===== config.mk =====
export PLATFORM = sky130hd
export DESIGN_NAME = player_damage_unit
export DESIGN_NICKNAME = d
export VERILOG_FILES = /design/src/rtl/player_damage_unit.sv
export SDC_FILE = /design/constraint.sdc
export NUM_CORES = 1
export LEC_CHECK = 0
export CORE_MARGIN = 4
export CORE_UTILIZATION = 50
export CTS_BUF_LIST = sky130_fd_sc_hd__clkbuf_8
export CTS_CLUSTER_SIZE = 40
export DETAILED_ROUTE_END_ITERATION = 8
export PLACE_DENSITY = 0.73
export REMOVE_ABC_BUFFERS = 1
export SETUP_SLACK_MARGIN = 0.4
export SYNTH_ARGS = -nofsm -noshare
export SYNTH_HDL_FRONTEND = slang
export SYNTH_SLANG_ARGS = --single-unit

===== constraint.sdc =====
create_clock -name clk -period 3 [get_ports clk]
set_input_delay 0.6 -clock clk [delete_from_list [all_inputs] [get_ports clk]]
set_output_delay 0.6 -clock clk [all_outputs]
set_load 0.05 [all_outputs]

===== src/rtl/player_damage_unit.sv =====
// Player HP bookkeeping: applies damage requests with a four-phase handshake,
// edge-triggered heals, a hit-flash window and a sticky death state.
module player_damage_unit #(
  parameter int MAX_HP       = 100,
  parameter int HEAL_AMT     = 20,
  parameter int FLASH_CYCLES = 4
) (
  input  logic       clk,
  input  logic       reset,
  input  logic       startDmg,
  input  logic [7:0] damage,
  input  logic       heal,
  output logic       isDmgComplete,
  output logic       isDeath,
  output logic [7:0] playerHP,
  output logic       hitFlash
);

  localparam logic [8:0] MAX_W   = 9'(MAX_HP);
  localparam logic [8:0] HEAL_W  = 9'(HEAL_AMT);
  localparam logic [7:0] FLASH_W = 8'(FLASH_CYCLES);

  typedef enum logic [2:0] {IDLE, APPLY, FLASH, ACK, DEAD} state_t;

  state_t     state, state_next;
  logic [7:0] hp;
  logic [7:0] dmg_q;
  logic [7:0] flash_cnt;
  logic       heal_q;
  logic       death;
  logic       dead_ack;
  logic       heal_evt;
  logic [7:0] hp_applied;

  function automatic logic [7:0] sat_sub(input logic [7:0] a, input logic [7:0] b);
    return (b >= a) ? 8'd0 : (a - b);
  endfunction

  // Nine-bit sum so a large heal near 255 cannot wrap before the clamp.
  function automatic logic [7:0] sat_heal(input logic [7:0] a);
    logic [8:0] sum;
    sum = {1'b0, a} + HEAL_W;
    return (sum > MAX_W) ? MAX_W[7:0] : sum[7:0];
  endfunction

  assign heal_evt   = heal & ~heal_q;
  assign hp_applied = sat_sub(hp, dmg_q);

  always_comb begin
    state_next = state;
    case (state)
      IDLE:  if (startDmg) state_next = APPLY;
      APPLY: begin
        if (hp_applied == 8'd0 || dmg_q == 8'd0) state_next = ACK;
        else                                      state_next = FLASH;
      end
      FLASH: if (flash_cnt <= 8'd1) state_next = ACK;
      ACK:   if (!startDmg) state_next = death ? DEAD : IDLE;
      DEAD:  state_next = DEAD;
      default: state_next = IDLE;
    endcase
  end

  always_ff @(posedge clk or posedge reset) begin
    if (reset) begin
      state     <= IDLE;
      hp        <= MAX_W[7:0];
      dmg_q     <= 8'd0;
      flash_cnt <= 8'd0;
      heal_q    <= 1'b0;
      death     <= 1'b0;
      dead_ack  <= 1'b0;
    end else begin
      state    <= state_next;
      heal_q   <= heal;
      // In DEAD the acknowledge simply follows the request one cycle later.
      dead_ack <= (state == DEAD) && startDmg;
      case (state)
        IDLE: begin
          if (heal_evt) hp <= sat_heal(hp);
          if (startDmg) dmg_q <= damage;
        end
        APPLY: begin
          hp <= hp_applied;
          if (hp_applied == 8'd0) death <= 1'b1;
          flash_cnt <= (state_next == FLASH) ? FLASH_W : 8'd0;
        end
        FLASH: flash_cnt <= flash_cnt - 8'd1;
        default: ;
      endcase
    end
  end

  assign playerHP      = hp;
  assign isDeath       = death;
  assign hitFlash      = (state == FLASH);
  assign isDmgComplete = (state == ACK) || ((state == DEAD) && dead_ack);

endmodule


# Word level (Yosys, flattened, before mapping)
# Index checks and enable logic that the tools add are counted.
# op_classes
add_sub_neg	3
mul	0
div_mod_pow	0
n_lt_le_gt_ge	3
eq_ne	6
n_shift	0
n_mux	12
bitwise	2
n_reduce_logical	12
# op_table
op	n
$pmux 8 s2	2
$mux 8	3
$logic_not 8->1	2
$mux 3	5
$pmux 3 s5	1
$add 8x5->9 const B	1
$eq 3x2->1 const B	3
$gt 9x7->1 const B	1
$ge 8x8->1	1
$le 8x1->1 const B	1
$sub 8x1->8 const B	1
$sub 8x8->8	1
$reduce_and 2->1	3
$reduce_bool 2->1	2
$eq 3x1->1 const B	1
$eq 3x3->1 const B	1
$logic_not 3->1	1
$logic_and 1x1->1	2
$logic_or 1x1->1	2
$ne 2x2->1 const B	1
$and 1x1->1	1
$mux 1	1
$not 1->1	1
# word_totals
ff_bits	30
latchBits	0
ramBits	0
romBits	0
inputBits	12
output_inout_bits	11
wordCells	45
mem_count	0

# Logic depth before layout (Yosys ltp)
# depth
ltp_word	9
mapped_depth	11
ltp_nobuf	11

# Least setup slack after synthesis
# No wires, ideal clock.
# synth_timing
path_type	register -> register
startpoint	register hp[0] (netlist: playerHP[0])
endpoint	register flash_cnt[2]
setup_ps	136
t_arrival_ps	2507
required_ps	2864
slack_ps	357
stages_incl_launch_ff	12
n_path_buf	0
synth_period_minus_slack_ps	2643
cell_sequence	dfrtp_1 -> inv_1 -> ha_1 -> inv_1 -> fa_1 -> nand3_1 -> a21oi_1 -> a211oi_4 -> nor2_2 -> and3b_1 -> a2111oi_2 -> o22ai_1
# synth_via
elab_chain_len	9
elab_cells_between_ends	10
classes_between	1 x add/sub; 1 x order compare; 1 x eq/ne; 5 x mux; 2 x reduce/logical
# synth_lines
element	line	text
start, declared	26	logic [7:0] hp;
start signal, assigned	67	hp <= MAX_W[7:0];
start signal, assigned	80	if (heal_evt) hp <= sat_heal(hp);
start signal, assigned	84	hp <= hp_applied;
$sub 8x8->8 or $ge 8x8->1 (tied branches)	36	return (b >= a) ? 8'd0 : (a - b);
$mux 8 *	36	
$logic_not 8->1 *	54	if (hp_applied == 8'd0 || dmg_q == 8'd0) state_next = ACK;
$logic_or 1x1->1 *	54	
$mux 1 *	54	
$pmux 3 s5 *	51	case (state)
$eq 3x2->1 *	86	flash_cnt <= (state_next == FLASH) ? FLASH_W : 8'd0;
$mux 3 *	86	
$pmux 8 s2 *	78	case (state)
end signal, assigned	86	
end signal, assigned	88	FLASH: flash_cnt <= flash_cnt - 8'd1;
end, declared	28	logic [7:0] flash_cnt;
# Mark *: on every way between the ends. The rest lies on a longest branch, timed or not.
# A chain may end at the register's enable or synchronous reset.

# Worst setup path after layout
# layout_timing
startpoint	register hp[2] (netlist: playerHP[2])
endpoint	register hp[2] (netlist: playerHP[2])
# layout_via
elab_chain_len	5
elab_cells_between_ends	8
classes_between	2 x add/sub; 2 x order compare; 4 x mux
# layout_lines
element	line	text
$add 8x5->9	42	sum = {1'b0, a} + HEAL_W;
$gt 9x7->1	43	return (sum > MAX_W) ? MAX_W[7:0] : sum[7:0];
$mux 8	43	
$mux 8	80	
$pmux 8 s2 *	78	
# Mark *: on every way between the ends. The rest lies on a longest branch, timed or not. The select of a mux whose other input is x is not followed.

==> run metrics <==
status finished, final reports clean; Primary FF master, synth dfrtp_1; detailed router's first-iteration violation count about 120; RSZ-0062 raised after global routing yes; Max Cap Viol 0; DRC 0; cell depth of the worst setup path 10; Max Slew Vio Count 0; Clock Latency Late Sink roughly 0.29 ns; antenna violations before repair 0; Fin Setup TNS 0 ns; Worst path max stage delay between 0.5 and 0.6 ns; largest net degree at the start of global routing 31; root buf cell clkbuf_8; fillcell total 317; Buf/Inv on CP 3; critical path type reg2reg; Clock Skews about 0.0069 ns; Slew Limit Headroom 66.5%; CP Cell Sequence buf_4, inv_1, ha_1, nor2b_1, o41ai_1, a21oi_1, o21ai_2, inv_1, a221oi_1, a21o_1; First-pass DRT Iterations 5; Die W 71.1 µm; Critical Path End Type flop; Longest Clk Path Bufs 2; clock-pin slew on the worst setup and hold paths 0.07 ns; Port Buffers 22; post-DP HPWL ~3100 µm; R2R cell count 10; Die Area approximately 5000 µm²; Critical Path RT 3.24 ns; initial core utilization 53.2%; Hold Crit Class reg2reg; CTS tree built; first-pass GRT wire length roughly 7300 µm; Synth Instances 218; Critical Path Fanout Max 7; CP delay by family, top compound AO/OA/AOI/OAI gates; Mapped Area about 2000 µm²; Worst Hold Depth 1; routed wire length per instance 15.1 µm; fin crit period between 2 and 2.5 ns; syn avg cell area between 9 and 10 µm²; Tightest Pin Transition slightly below 0.5 ns; via count around 1,700; Routed Antenna Nets 0; P&R area growth vs syn 24.4%; Startpoint Class flop; crit-path most repeated cell inv_1; GRT Resource Usage Total between 10% and 20%; number of synthesized flops with an enable pin 0; Warnings, synthesis 0; Die Y roughly 71 µm; Final Wtd Congestion 0.832; core area around 3700 µm²; Seq/Total Area, Yosys between 30 and 40%; final worst-path cycle share 82.4%; Core Rows 22; Setup Viol. Count Final 0; Synth async-reset ratio 100%; Boundary Pins 23; Fmax 0.404 GHz; CTS sink cnt 30; slowest CP cell dfstp_2; Hold Fails Final Rpt 0; Seq cells post-synth 30; commonest non-fill, non-tap cells in the layout dfrtp_1 (26), o21ai_0 (21), nand2_1 (20), clkdlybuf4s50_1 (20), inv_1 (19); TritonCTS Buffers 5; H-tree depth 2; vias in the first global route roughly 1,600; Cell variety after synth between 60 and 70; most common cell after layout, fill and taps aside dfrtp_1; grt ovf 0; drt via density ~5.8; n_diodes 0; Post-Route WL approximately 4500 µm; # nets final around 270; ratio of cells with drive above 1 in the final layout 18.5%; crit path DAT about 2.7 ns
-- per-stage QoR --
stage	cells	worst slack, ns	cell area (µm²)	util [%]	hold WS, ns
4_1_cts	291	0.426	2400	64.2	0.506
6_report	296	0.527	2480	66.2	0.501
2_1_floorplan	210	0.357	1940	-	0.458
3_3_place_gp	283	0.445	2250	60.2	0.492
5_1_grt	296	0.383	2480	66.2	0.526
3_5_place_dp	283	0.379	2250	60.2	0.490
-- routing by layer --
| layer | vias to the layer above | share of wire (%) | GRT usage (%) |
|---|---|---|---|
| li1 | 853 | - | - |
| met1 | 812 | 47 | 25.8 |
| met2 | 55 | 47 | 27.9 |
| met3 | 4 | 5.8 | 4.83 |
| met4 | 0 | 0.89 | 3.76 |
| met5 | - | 0 | 0 |
-- cell usage after synthesis (3+ instances only) --
master    instances  area, µm²
dfrtp_1          27        676
o21ai_0          21        105
inv_1            20       75.1
nand2_1          20       75.1
ha_1             12        150
a21oi_1           9       45.0
nor2_1            9       33.8
nand3_1           5       25.0
nor3_1            5       25.0
xor2_1            5       43.8
nand2b_1          4       25.0
nand4_1           4       25.0
nor4_1            4       25.0
buf_2             3       15.0
clkbuf_1          3       11.3
dfstp_2           3       78.8
nor2b_1           3       18.8
nor4b_1           3       26.3
o41ai_1           3       26.3
or2_1             3       18.8
-- layout make-up --
class	instances	area, µm²	area share (%)
tap	48	60.1	2.42
timing repair buffer	30	279	11.3
clock inverter	2	60.1	2.42
inverter	21	80.1	3.23
clock buffer	6	82.6	3.33
sequential	30	756	30.5
multi-input combinational	159	1160	46.8
-- worst paths after layout --
check,end,slack (ns),start
hold reg to reg,flash_cnt[7],0.50,flash_cnt[7]
setup / recovery,playerHP[2],0.53,playerHP[2]
setup reg to reg,playerHP[2],0.53,playerHP[2]
hold / removal,flash_cnt[7],0.50,flash_cnt[7]
min in group asynchronous,flash_cnt[4],0.69,reset
max in group asynchronous,playerHP[5],2.00,reset
-- state kept, by name, summed over array words and instances, names as in the netlist --
name / flops
dead_ack: 1
playerHP: 8
dmg_q: 8
heal_q: 1
flash_cnt: 8
isDeath: 1
state: 3
-- repair_timing --
item	CTS	global route
setup buffers	0	5
hold buffers	0	0
resized for setup	3	11
pin swaps	0	4
setup endpoints to repair	3	4
-- cells by family (layout without fill, tap and decap cells) --
logic type,Yosys count,after routing,synth area share (%)
and+or+nand+nor,76,76,21.5
AOI/OAI and AO/OA,63,63,22.4
DFF,30,30,37.9
buffers and inverters,29,59,6.47
adders and majority gates,13,13,8.54
xor gates and xnor gates,6,6,2.64
muxes,1,1,0.565
Power is left out: the tool's default activity adds up to more than one toggle a clock period on the data nets, which glitch-free logic cannot reach.
